**src/rtl/pht_port_scheduler.sv**
```systemverilog
// Single-port PHT arbiter: decode predictions vs. buffered execute training updates.
// Clears the table to weakly-not-taken after reset, then serves one access per cycle.
module pht_port_scheduler #(
    parameter int ADDR_WIDTH   = 32,
    parameter int INDEX_WIDTH  = 6,
    parameter int FIFO_DEPTH   = 4,
    parameter int STARVE_LIMIT = 4
) (
    input  logic                   clk,
    input  logic                   rst_n,
    input  logic                   req_valid,
    input  logic [ADDR_WIDTH-1:0]  req_pc,
    output logic                   req_ready,
    output logic                   resp_valid,
    output logic                   resp_prediction,
    input  logic                   fb_valid,
    input  logic [ADDR_WIDTH-1:0]  fb_pc,
    input  logic                   fb_outcome,
    output logic                   fb_ready,
    output logic                   pht_en,
    output logic                   pht_we,
    output logic [INDEX_WIDTH-1:0] pht_addr,
    output logic [1:0]             pht_wdata,
    input  logic [1:0]             pht_rdata
);
    localparam int PTR_W = $clog2(FIFO_DEPTH);
    localparam int CNT_W = $clog2(FIFO_DEPTH + 1);
    localparam int STV_W = $clog2(STARVE_LIMIT + 1);
    localparam logic [INDEX_WIDTH-1:0] LAST_IDX = '1;

    typedef enum logic [1:0] {ST_INIT, ST_IDLE, ST_UPD_WR} state_e;

    state_e                 state_q, state_d;
    logic [INDEX_WIDTH-1:0] init_idx_q, init_idx_d;
    logic [INDEX_WIDTH-1:0] upd_idx_q, upd_idx_d;
    logic                   upd_out_q, upd_out_d;
    logic [STV_W-1:0]       starve_q, starve_d;
    logic                   resp_valid_q, resp_valid_d;
    logic [INDEX_WIDTH-1:0] fifo_idx_q [FIFO_DEPTH];
    logic [INDEX_WIDTH-1:0] fifo_idx_d [FIFO_DEPTH];
    logic                   fifo_out_q [FIFO_DEPTH];
    logic                   fifo_out_d [FIFO_DEPTH];
    logic [PTR_W-1:0]       wr_ptr_q, wr_ptr_d, rd_ptr_q, rd_ptr_d;
    logic [CNT_W-1:0]       count_q, count_d;

    logic                   fifo_empty, fifo_full, push, pop;
    logic                   en_c, we_c;
    logic [INDEX_WIDTH-1:0] addr_c;
    logic [1:0]             wdata_c, sat_val;
    logic [INDEX_WIDTH-1:0] req_idx, fb_idx;
    logic                   unused_pc_bits;

    assign req_idx = req_pc[INDEX_WIDTH+1:2];
    assign fb_idx  = fb_pc[INDEX_WIDTH+1:2];
    assign unused_pc_bits = ^{req_pc[ADDR_WIDTH-1:INDEX_WIDTH+2], req_pc[1:0],
                              fb_pc[ADDR_WIDTH-1:INDEX_WIDTH+2], fb_pc[1:0]};

    assign fifo_empty = (count_q == '0);
    assign fifo_full  = (count_q == CNT_W'(FIFO_DEPTH));
    assign fb_ready   = (state_q != ST_INIT) && !fifo_full;
    assign push       = fb_valid && fb_ready;

    always_comb begin
        if (upd_out_q) sat_val = (pht_rdata == 2'b11) ? 2'b11 : pht_rdata + 2'd1;
        else           sat_val = (pht_rdata == 2'b00) ? 2'b00 : pht_rdata - 2'd1;
    end

    always_comb begin
        state_d      = state_q;
        init_idx_d   = init_idx_q;
        upd_idx_d    = upd_idx_q;
        upd_out_d    = upd_out_q;
        starve_d     = starve_q;
        resp_valid_d = 1'b0;
        pop          = 1'b0;
        req_ready    = 1'b0;
        en_c         = 1'b0;
        we_c         = 1'b0;
        addr_c       = '0;
        wdata_c      = 2'b00;
        case (state_q)
            ST_INIT: begin
                en_c       = 1'b1;
                we_c       = 1'b1;
                addr_c     = init_idx_q;
                wdata_c    = 2'b01;
                init_idx_d = init_idx_q + 1'b1;
                if (init_idx_q == LAST_IDX) state_d = ST_IDLE;
            end
            ST_IDLE: begin
                if (!fifo_empty && (!req_valid || starve_q == STV_W'(STARVE_LIMIT))) begin
                    en_c      = 1'b1;
                    addr_c    = fifo_idx_q[rd_ptr_q];
                    upd_idx_d = fifo_idx_q[rd_ptr_q];
                    upd_out_d = fifo_out_q[rd_ptr_q];
                    pop       = 1'b1;
                    starve_d  = '0;
                    state_d   = ST_UPD_WR;
                end else if (req_valid) begin
                    req_ready    = 1'b1;
                    en_c         = 1'b1;
                    addr_c       = req_idx;
                    resp_valid_d = 1'b1;
                    starve_d     = fifo_empty ? '0 : starve_q + STV_W'(1);
                end
            end
            ST_UPD_WR: begin
                en_c    = 1'b1;
                we_c    = 1'b1;
                addr_c  = upd_idx_q;
                wdata_c = sat_val;
                state_d = ST_IDLE;
            end
            default: state_d = ST_INIT;
        endcase
    end

    always_comb begin
        fifo_idx_d = fifo_idx_q;
        fifo_out_d = fifo_out_q;
        wr_ptr_d   = wr_ptr_q;
        rd_ptr_d   = rd_ptr_q;
        if (push) begin
            fifo_idx_d[wr_ptr_q] = fb_idx;
            fifo_out_d[wr_ptr_q] = fb_outcome;
            wr_ptr_d             = wr_ptr_q + 1'b1;
        end
        if (pop) rd_ptr_d = rd_ptr_q + 1'b1;
        count_d = count_q + CNT_W'(push) - CNT_W'(pop);
    end

    always_ff @(posedge clk or negedge rst_n) begin
        if (!rst_n) begin
            state_q      <= ST_INIT;
            init_idx_q   <= '0;
            upd_idx_q    <= '0;
            upd_out_q    <= 1'b0;
            starve_q     <= '0;
            resp_valid_q <= 1'b0;
            wr_ptr_q     <= '0;
            rd_ptr_q     <= '0;
            count_q      <= '0;
            for (int i = 0; i < FIFO_DEPTH; i++) begin
                fifo_idx_q[i] <= '0;
                fifo_out_q[i] <= 1'b0;
            end
        end else begin
            state_q      <= state_d;
            init_idx_q   <= init_idx_d;
            upd_idx_q    <= upd_idx_d;
            upd_out_q    <= upd_out_d;
            starve_q     <= starve_d;
            resp_valid_q <= resp_valid_d;
            wr_ptr_q     <= wr_ptr_d;
            rd_ptr_q     <= rd_ptr_d;
            count_q      <= count_d;
            fifo_idx_q   <= fifo_idx_d;
            fifo_out_q   <= fifo_out_d;
        end
    end

    // Keep the port quiet while reset is held; the INIT state alone would drive the index-0 write.
    assign pht_en          = rst_n & en_c;
    assign pht_we          = rst_n & we_c;
    assign pht_addr        = rst_n ? addr_c : '0;
    assign pht_wdata       = rst_n ? wdata_c : 2'b00;
    assign resp_valid      = resp_valid_q;
    assign resp_prediction = resp_valid_q & pht_rdata[1];
endmodule

```
**config.mk**
```make
export PLATFORM = sky130hd
export DESIGN_NAME = pht_port_scheduler
export DESIGN_NICKNAME = d
export VERILOG_FILES = /design/src/rtl/pht_port_scheduler.sv
export SDC_FILE = /design/constraint.sdc
export NUM_CORES = 1
export LEC_CHECK = 0
export CAP_MARGIN = 20
export CORE_AREA = 2 2 79 81
export CTS_BUF_LIST = sky130_fd_sc_hd__clkbuf_2 sky130_fd_sc_hd__clkbuf_4 sky130_fd_sc_hd__clkbuf_8
export CTS_CLUSTER_SIZE = 24
export DETAILED_ROUTE_END_ITERATION = 6
export DIE_AREA = 0 0 81 83
export PLACE_DENSITY = 0.93
export SYNTH_ARGS = -nofsm -noshare
export SYNTH_HDL_FRONTEND = slang
export SYNTH_SLANG_ARGS = --single-unit
```
**constraint.sdc**
```tcl
create_clock -name clk -period 2.6 [get_ports clk]
set_input_delay 0.78 -clock clk [delete_from_list [all_inputs] [get_ports clk]]
set_output_delay 0.78 -clock clk [all_outputs]
set_load 0.05 [all_outputs]
```
==> results of run 1 <==
-- worst max-delay path by stage --
| stage | start | end | depth (start not counted) |
|---|---|---|---|
| after floorplan | rst_n | pht_wdata[1] | 4 |
| after global placement | req_valid | pht_addr[3] | 6 |
| after detailed placement | req_valid | pht_addr[3] | 6 |
| after CTS | rd_ptr_q[0]$_DFFE_PN0P_ | pht_addr[3] | 3 |
| after global routing | rd_ptr_q[0]$_DFFE_PN0P_ | pht_addr[3] | 3 |
| final | rd_ptr_q[0]$_DFFE_PN0P_ | pht_addr[2] | 3 |
-- timing repair --
action | CTS | global route
setup buffers | 1 | 2
gates resized for setup | 17 | 10
hold buffers | 0 | 0
pin swaps | 7 | 8
endpoints found under the setup margin | 10 | 9
-- layout make-up --
| class | count | share of cell area |
|---|---|---|
| Multi-Input combinational cell | 135 | 0.403 |
| Sequential cell | 54 | 0.373 |
| Timing Repair Buffer | 53 | 0.159 |
| Tap cell | 75 | 0.0259 |
| Clock buffer | 6 | 0.0228 |
| Inverter | 11 | 0.0114 |
| Clock inverter | 2 | 0.00448 |
-- sequential cells by signal, summed over array words and instances, names as in the netlist --
name,flops
rd_ptr_q,2
upd_idx_q,6
resp_valid,1
count_q,3
fifo_out_q,4
upd_out_q,1
starve_q,3
state_q,2
init_idx_q,6
wr_ptr_q,2
fifo_idx_q,24
-- logic make-up (layout without fill, tap and decap cells) --
| family | Yosys count | count (layout) | synth area share |
|---|---|---|---|
| buffers and inverters | 19 | 72 | 0.0301 |
| adders and majority gates | 12 | 12 | 0.0540 |
| muxes | 49 | 49 | 0.230 |
| DFF | 54 | 54 | 0.478 |
| AOI/OAI and AO/OA | 21 | 21 | 0.0607 |
| and+or+nand+nor | 43 | 43 | 0.116 |
| xor gates and xnor gates | 10 | 10 | 0.0310 |
-- power groups by stage --
stage | sequential [mW] | clock, mW | combinational (mW)
floorplan | 1.45 | 0 | 1.51
global placement | 1.55 | 0 | 2.01
detailed placement | 1.58 | 0 | 2.08
CTS | 1.58 | 0.511 | 2.14
global route | 1.64 | 0.545 | 2.33
finish | 1.58 | 0.495 | 2.17
-- metal layers --
| layer | GRT usage | up-vias |
|---|---|---|
| li1 | - | 859 |
| met1 | 0.228 | 925 |
| met2 | 0.293 | 48 |
| met3 | 0.0326 | 6 |
| met4 | 0.0555 | 0 |
| met5 | 0 | - |
-- cell usage in the layout (no fill, tap or decap), types with 4 or more instances in the layout --
cell	instances
dfrtp_1	52
mux2_2	29
buf_4	19
clkdlybuf4s50_1	15
buf_12	10
nor2_1	9
inv_1	9
ha_1	8
mux4_2	7
mux2_4	7
mux2i_1	6
a221o_2	6
xnor2_1	6
clkbuf_8	6
buf_6	5
nand2_1	4
xor2_1	4
nand3_4	4
-- worst reg2reg max path: stages, from the launching register on --
cell,delay [ns]
dfrtp_1,0.42
buf_4,0.17
or3b_1,0.42
and2_1,0.18
inv_1,0.06
ha_1,0.12
inv_1,0.04
ha_1,0.19
fa_1,0.38
xnor2_1,0.14
-- through the flow --
stage,utilization,hold slack (ns)
after floorplan,-,0.459
after global placement,0.592,0.482
after detailed placement,0.592,0.491
after CTS,0.618,0.397
after global routing,0.624,0.427
final,0.624,0.419
==> qor.yml, run 1 <==
worstMarginPinSlew_ns: 0.503
placed_cells: 326
crit_chain: "mux4_2, a221o_2, buf_12"
slew_viol_final: 0
yosys_warnings: 0
coreArea_sq_um: 5820
timing.rr.end: "count_q[2]$_DFF_PN0_"
antenna_found_initial: 0
numPortBuffers: 32
regArea_sq_um: 1350
wl_met3_microns: 185
power_frac_comb: 0.510
area_growth_syn_to_layout_pct: 28.4
gp_congestion: 0.879
grt_pass1_wl_mm: 9.06
cts_tree: "built"
netlist_top_cells_area: "dfrtp_1 (48%), mux2_2 (12%), mux4_2 (5.6%)"
clkLatencyLatePin_ns: 0.31
synth.most_common_cell: "dfrtp_1"
p_seq_frac: 0.373
syn-num-nets: 289
dr.max_layer_used: "met4"
grt_util_all_layers: 0.175
setup-tns-final_ns: -0.869
synth_seq_area_share: 0.478
pwr-share-clk: 0.117
ys_async_sr_fraction: 1.00
yosys-top-cells-count: "dfrtp_1 (54), mux2_2 (29), inv_1 (11), nor2_1 (11), ha_1 (9)"
p_int_mw: 2.61
grt_max_degree: 42
rows: 28
cts-root-buf: "clkbuf_8"
synth_edf_count: 0
drc: 0
fin_cells: 336
worst_slack_ns: -0.158
synth_top_area_frac: 0.478
ant_nets: 0
drt_iter0_drc: 96
crit_buf_inv: 1
vias: 1838
crit_path_start_kind: "flip-flop"
multi_input_area_sq_um: 1460
grt_pass1_vias: 1925
syn_avg_cell_area_sq_um: 13.6
cellLeakagePower_nw: 1.61
design_area_sq_um: 3630
clock_sinks: 54
die_h_microns: 83
p_per_area_nw_per_um2: 1170
synth-seq-cells: 54
hpwl_mm: 4.06
cp-end-kind: "output pin"
clkTransAtPathRegs_ns: 0.09
reg2reg_from: "count_q[1]$_DFF_PN0_"
place_area_sq_um: 3440
ff2ff_path_depth: 9
drv_cap: 0
drt_pass1_iterations: 4
yosys.cell_types.count: 48
crit_fanout: 8
critPathKind: "reg -> out"
num-fill-cells: 435
synth_flop_cell: "dfrtp_1"
start_util: 0.486
cts-buffers-inserted: 5
hold_viol: 0
fin_crit_sh: 1.06
die_w_microns: 81
power_mw: 4.25
ir_worst_vdd_v: 0.000574
rsz0062_at_grt: "true"
switching_share: 0.384
reg2reg_slack_ns: 0.38
place_worst_setup_slack_ns: -0.530
grt.overflow.total: 0
syn_inst: 208
p_sw_mw: 1.63
clockBufferDepth: 2
antennaDiodeCount: 0
wl_met2_mm: 2.91
finalSetupViolations: 6
path_delay_family: "multiplexers"
slew_headroom: 0.664
wirelength_mm: 5.56
critPathMaxStageDelay_ns: 0.59
fin_nets: 341
pin_count: 85
layout-drive-gt1-share: 0.444
wirelength_met1_mm: 2.40
required_ns: 1.82
worstHoldPathType: "in -> async"
outcome: "finished with violations"
crit_path_top_delay_cell: "mux4_2"
arrival_ns: 1.98
skew_ns: 0.00454
h-tree-depth: 2
yosysTopAreaCell: "dfrtp_1"
via_per_inst: 5.47
max_freq_mhz: 363
dieArea_sq_um: 6720
violations: "negative setup slack"
routedWlPerCell_microns: 16.6
period_minus_slack_ns: 2.76
syn_area_sq_um: 2830
Power figures use the tool's default switching activity.
==> run 2: changes to the inputs <==
CORE_AREA = 2 2 84 86   (was 2 2 79 81)
DIE_AREA = 0 0 86 88   (was 0 0 81 83)
PLACE_DENSITY = 0.87   (was 0.93)
SLEW_MARGIN = 5   (was unset)
clock period = 2.33 ns   (was 2.6 ns; I/O delays follow)
==> qor.yml, run 2 (synthesis gave the netlist of run 1 again) <==
drv_cap: 0  # unchanged
antennaDiodeCount: 0  # unchanged
clock_sinks: 54  # unchanged
gp_congestion: 0.802  # -8.7%
clockBufferDepth: 2  # unchanged
outcome: "finished with violations"
crit_fanout: 8  # unchanged
max_freq_mhz: 379
ff2ff_path_depth: 12  # +3
grt_pass1_wl_mm: 9.98  # +10%
regMostFlops: "fifo_idx_q"
arrival_ns: 1.94  # -0.04 ns
ant_nets: 0  # unchanged
die_h_microns: 88  # +6.0%
fin_crit_sh: 1.13
finalSetupViolations: 6  # unchanged
slew_headroom: 0.666  # +0.00266
slew_viol_final: 0  # unchanged
drt_iter0_drc: 72  # -25%
cellLeakagePower_nw: 1.73  # +7.2%
cp-end-kind: "output pin"
ir_worst_vdd_v: 0.000437  # -24%
rsz0062_at_grt: "true"
worstHoldPathType: "in -> async"
routedWlPerCell_microns: 16.9  # +1.8%
worst_slack_ns: -0.312  # -0.154 ns
grt_max_degree: 37  # -12%
hpwl_mm: 4.27  # +5.2%
skew_ns: 0.00472  # +0.000172 ns
h-tree-depth: 2  # unchanged
mostFrequentLayoutCells: "dfrtp_1 (52), mux2_2 (29), buf_4 (29)"
hold_viol: 0  # unchanged
grt_pass1_vias: 2096  # +8.9%
design_area_sq_um: 3840  # +5.9%
grt.overflow.total: 0  # unchanged
wirelength_mm: 6.02  # +8.2%
clkLatencyLatePin_ns: 0.31  # about the same
largest_registers: "fifo_idx_q (24), init_idx_q (6), upd_idx_q (6)"
cts_tree: "built"
place_area_sq_um: 3530  # +2.5%
p_per_area_nw_per_um2: 1340  # +15%
fin_nets: 357  # +4.7%
largest_register_ffs: 24  # unchanged
worstMarginPinSlew_ns: 0.499  # -0.00392 ns
clkTransAtPathRegs_ns: 0.10  # about the same
period_minus_slack_ns: 2.64
final_util: 0.578  # -0.0456
antenna_found_initial: 0  # unchanged
drt_pass1_iterations: 4  # unchanged
area_growth_syn_to_layout_pct: 36.0
required_ns: 1.63  # -0.19 ns
cts-root-buf: "clkbuf_8"
reg2reg_slack_ns: 0.09  # -0.29 ns
crit_path_start_kind: "flip-flop"
start_util: 0.425  # -0.0606
die_w_microns: 86  # +6.2%
critPathKind: "reg -> out"
via_per_inst: 5.45  # -0.45%
coreArea_sq_um: 6640  # +14%
violations: "negative setup slack"
cts-buffers-inserted: 5  # unchanged
mostFrequentLayoutCell: "dfrtp_1"
rows: 30  # +7.1%
grt_util_all_layers: 0.170  # -0.00513
dieArea_sq_um: 7570  # +13%
whs_ns: 0.395  # -0.0234 ns
layout-drive-gt1-share: 0.502  # +0.0574
pin_count: 85  # unchanged
drc: 0  # unchanged
numPortBuffers: 32  # unchanged
vias: 1944  # +5.8%
run 2: metal layers:
metal  global-route usage  routed length, microns
met2                0.292                    3190
met1                0.211                    2510
met5                    0                       0
met3               0.0386                     252
met4               0.0606                      65
run 2: final cells by class:
type	count	area [sq um]
tap	80	100
clock buffer	5	68.8
multi-input combinational	135	1490
clock inverter	3	48.8
sequential	54	1350
fill	523	2800
timing repair buffer	69	736
inverter	11	41.3
run 2: repair_timing:
action | in CTS | in global routing
resized for setup | 31 | 12
hold buffers | 0 | 0
setup endpoints to repair | 13 | 13
pin swaps | 10 | 10
setup buffers | 4 | 7
run 2: worst max-delay path, cell delays in order, from the launching register on:
cell and delay [ns]:
dfrtp_2 0.40, buf_12 0.14, mux4_2 0.54, a221o_2 0.40
buf_12 0.15
run 2: power breakdown:
group	internal (mW)	total [mW]	leakage [nW]	switching, mW
clock network	0.328	0.648	0.0563	0.321
logic	1.52	2.77	0.989	1.25
registers	1.38	1.74	0.684	0.359
total	3.23	5.16	1.73	1.93
run 2: final timing paths:
kind	from	to
worst max-delay path	rd_ptr_q[0]$_DFFE_PN0P_	pht_addr[4]
worst min-delay path	rst_n	resp_valid$_DFF_PN0_
worst max register to register	starve_q[0]$_DFFE_PN0P_	count_q[2]$_DFF_PN0_
worst min register to register	fifo_idx_q[9]$_DFFE_PN0P_	fifo_idx_q[9]$_DFFE_PN0P_
max in group asynchronous	rst_n	rd_ptr_q[0]$_DFFE_PN0P_
min in group clk	fifo_idx_q[9]$_DFFE_PN0P_	fifo_idx_q[9]$_DFFE_PN0P_
run 2: per-stage QoR:
step | setup TNS [ns] | std cells | worst slack, ns | power, mW
final | -1.80 | 357 | -0.312 | 5.16
after floorplan | 0 | 208 | 0.0426 | 3.32
after global placement | -5.37 | 339 | -0.609 | 4.08
after detailed placement | -5.46 | 339 | -0.608 | 4.21
after global routing | -2.34 | 357 | -0.372 | 5.48
after CTS | -1.69 | 351 | -0.294 | 5.04
==> run 3: changes to the inputs <==
REMOVE_ABC_BUFFERS = 1   (was unset)
==> qor.yml, run 3 (synthesis gave the netlist of run 1 again) <==
power_frac_comb: 0.545  # +0.008
area_growth_syn_to_layout_pct: 32.6
wirelength_mm: 5.75  # -4.5%
clkTransAtPathRegs_ns: 0.10  # about the same
clockBufferDepth: 2  # unchanged
fin_crit_sh: 1.14  # +0.00602
mostFrequentLayoutCells: "dfrtp_1 (54), mux2_2 (29), buf_4 (25)"
max_freq_mhz: 377  # -0.53%
reg2reg_slack_ns: 0.16  # +0.07 ns
hpwl_mm: 4.20  # -1.7%
routedWlPerCell_microns: 16.5  # -2.3%
cts-root-buf: "clkbuf_8"
switching_share: 0.384  # +0.0101
violations: "negative setup slack"
p_seq_frac: 0.351  # +0.014
drt_iter0_drc: 85  # +18%
slew_headroom: 0.672  # +0.00548
start_util: 0.425  # unchanged
critPathMaxStageDelay_ns: 0.55  # about the same
hold_viol: 0  # unchanged
h-tree-depth: 2  # unchanged
grt_pass1_wl_mm: 9.60  # -3.8%
numPortBuffers: 32  # unchanged
die_h_microns: 88  # unchanged
p_int_mw: 3.04  # -6.1%
arrival_ns: 1.96  # +0.02 ns
dieArea_sq_um: 7570  # unchanged
critPathKind: "reg -> out"
layout-drive-gt1-share: 0.468  # -0.0334
gp_congestion: 0.827  # +3.0%
mostFrequentLayoutCell: "dfrtp_1"
coreArea_sq_um: 6640  # unchanged
via_per_inst: 5.38  # -1.3%
cts-buffers-inserted: 5  # unchanged
clkLatencyLatePin_ns: 0.31  # about the same
antenna_found_initial: 0  # unchanged
largest_registers: "fifo_idx_q (24), init_idx_q (6), upd_idx_q (6)"
rsz0062_at_grt: "true"
rows: 30  # unchanged
drt_pass1_iterations: 4  # unchanged
drv_cap: 0  # unchanged
ir_worst_vdd_v: 0.000509  # +16%
cts_tree: "built"
die_w_microns: 86  # unchanged
skew_ns: 0.00742  # +0.00270 ns
worstHoldPathType: "in -> async"
place_worst_setup_slack_ns: -0.633  # -0.0246 ns
whs_ns: 0.365  # -0.0304 ns
pwr-share-clk: 0.105  # -0.021
slew_viol_final: 0  # unchanged
crit_fanout: 8  # unchanged
drc: 0  # unchanged
grt_util_all_layers: 0.164  # -0.00560
crit_path_top_delay_cell: "mux4_2"
regMostFlops: "fifo_idx_q"
worst_slack_ns: -0.326  # -0.0140 ns
grt.overflow.total: 0  # unchanged
grt_pass1_vias: 2004  # -4.4%
crit_chain: "buf_12, mux4_2, a221o_1, buf_12"
cp-end-kind: "output pin"
p_sw_mw: 1.89  # -2.0%
ant_nets: 0  # unchanged
pin_count: 85  # unchanged
vias: 1876  # -3.5%
finalSetupViolations: 6  # unchanged
grt_max_degree: 33  # -11%
outcome: "finished with violations"
clock_sinks: 54  # unchanged
hold_buffers: 0  # unchanged
p_per_area_nw_per_um2: 1310  # -2.2%
required_ns: 1.63  # about the same
crit_path_start_kind: "flip-flop"
fin_nets: 350  # -2.0%
cellLeakagePower_nw: 1.67  # -3.4%
worstMarginPinSlew_ns: 0.491  # -0.00820 ns
period_minus_slack_ns: 2.66  # +0.0140 ns
largest_register_ffs: 24  # unchanged
crit_top_cell: "buf_12"
num-fill-cells: 517  # -1.1%
antennaDiodeCount: 0  # unchanged
run 3: repair_timing:
action	CTS	global route
endpoints found under the setup margin	13	12
pin swaps	13	12
buffers inserted	5	3
gates resized for setup	31	13
run 3: layout make-up:
class / count / area (sq um) / share of cell area
clock buffer: 5 / 68.8 / 0.0184
timing repair buffer: 62 / 676 / 0.180
multi-input combinational: 135 / 1500 / 0.399
sequential: 54 / 1350 / 0.361
tap: 80 / 100 / 0.0267
inverter: 11 / 41.3 / 0.0110
clock inverter: 2 / 13.8 / 0.00367
run 3: stage by stage:
| step | area (sq um) | TNS (ns) | power (mW) | instances | utilization |
|---|---|---|---|---|---|
| after detailed placement | 3510 | -6.21 | 4.21 | 338 | 0.528 |
| after floorplan | 2780 | -1.33 | 3.24 | 200 | - |
| after CTS | 3700 | -1.97 | 4.85 | 349 | 0.557 |
| after global placement | 3510 | -5.80 | 4.06 | 338 | 0.528 |
| final | 3750 | -1.68 | 4.93 | 349 | 0.564 |
| after global routing | 3750 | -2.11 | 5.23 | 349 | 0.564 |
run 3: power by group through the flow:
stage | Sequential [mW] | Clock, mW | Combinational [mW]
final | 1.73 | 0.516 | 2.68
after global routing | 1.78 | 0.557 | 2.89
after CTS | 1.72 | 0.521 | 2.61
after detailed placement | 1.73 | 0 | 2.48
after global placement | 1.68 | 0 | 2.37
after floorplan | 1.69 | 0 | 1.55
run 3: final timing paths:
kind                                            from                        end  cells after the start
max                          rd_ptr_q[0]$_DFFE_PN0P_                pht_addr[3]                      4
min                                            rst_n       resp_valid$_DFF_PN0_                      2
max reg2reg                  starve_q[0]$_DFFE_PN0P_       count_q[2]$_DFF_PN0_                     11
min reg2reg                fifo_idx_q[8]$_DFFE_PN0P_  fifo_idx_q[8]$_DFFE_PN0P_                      1
max in group asynchronous                      rst_n  fifo_idx_q[0]$_DFFE_PN0P_                      2
min in group clk           fifo_idx_q[8]$_DFFE_PN0P_  fifo_idx_q[8]$_DFFE_PN0P_                      1
run 3: critical path: cells and delay by family (launching register included):
family,cells,cell delay [ns]
mux,1,0.55
flops,1,0.39
compound gates,1,0.39
buf+inv,2,0.32
run 3: metal layers:
layer,global-route usage,routed length (microns)
met1,0.207,2490
met2,0.289,2950
met3,0.0330,224
met4,0.0447,90
met5,0,0
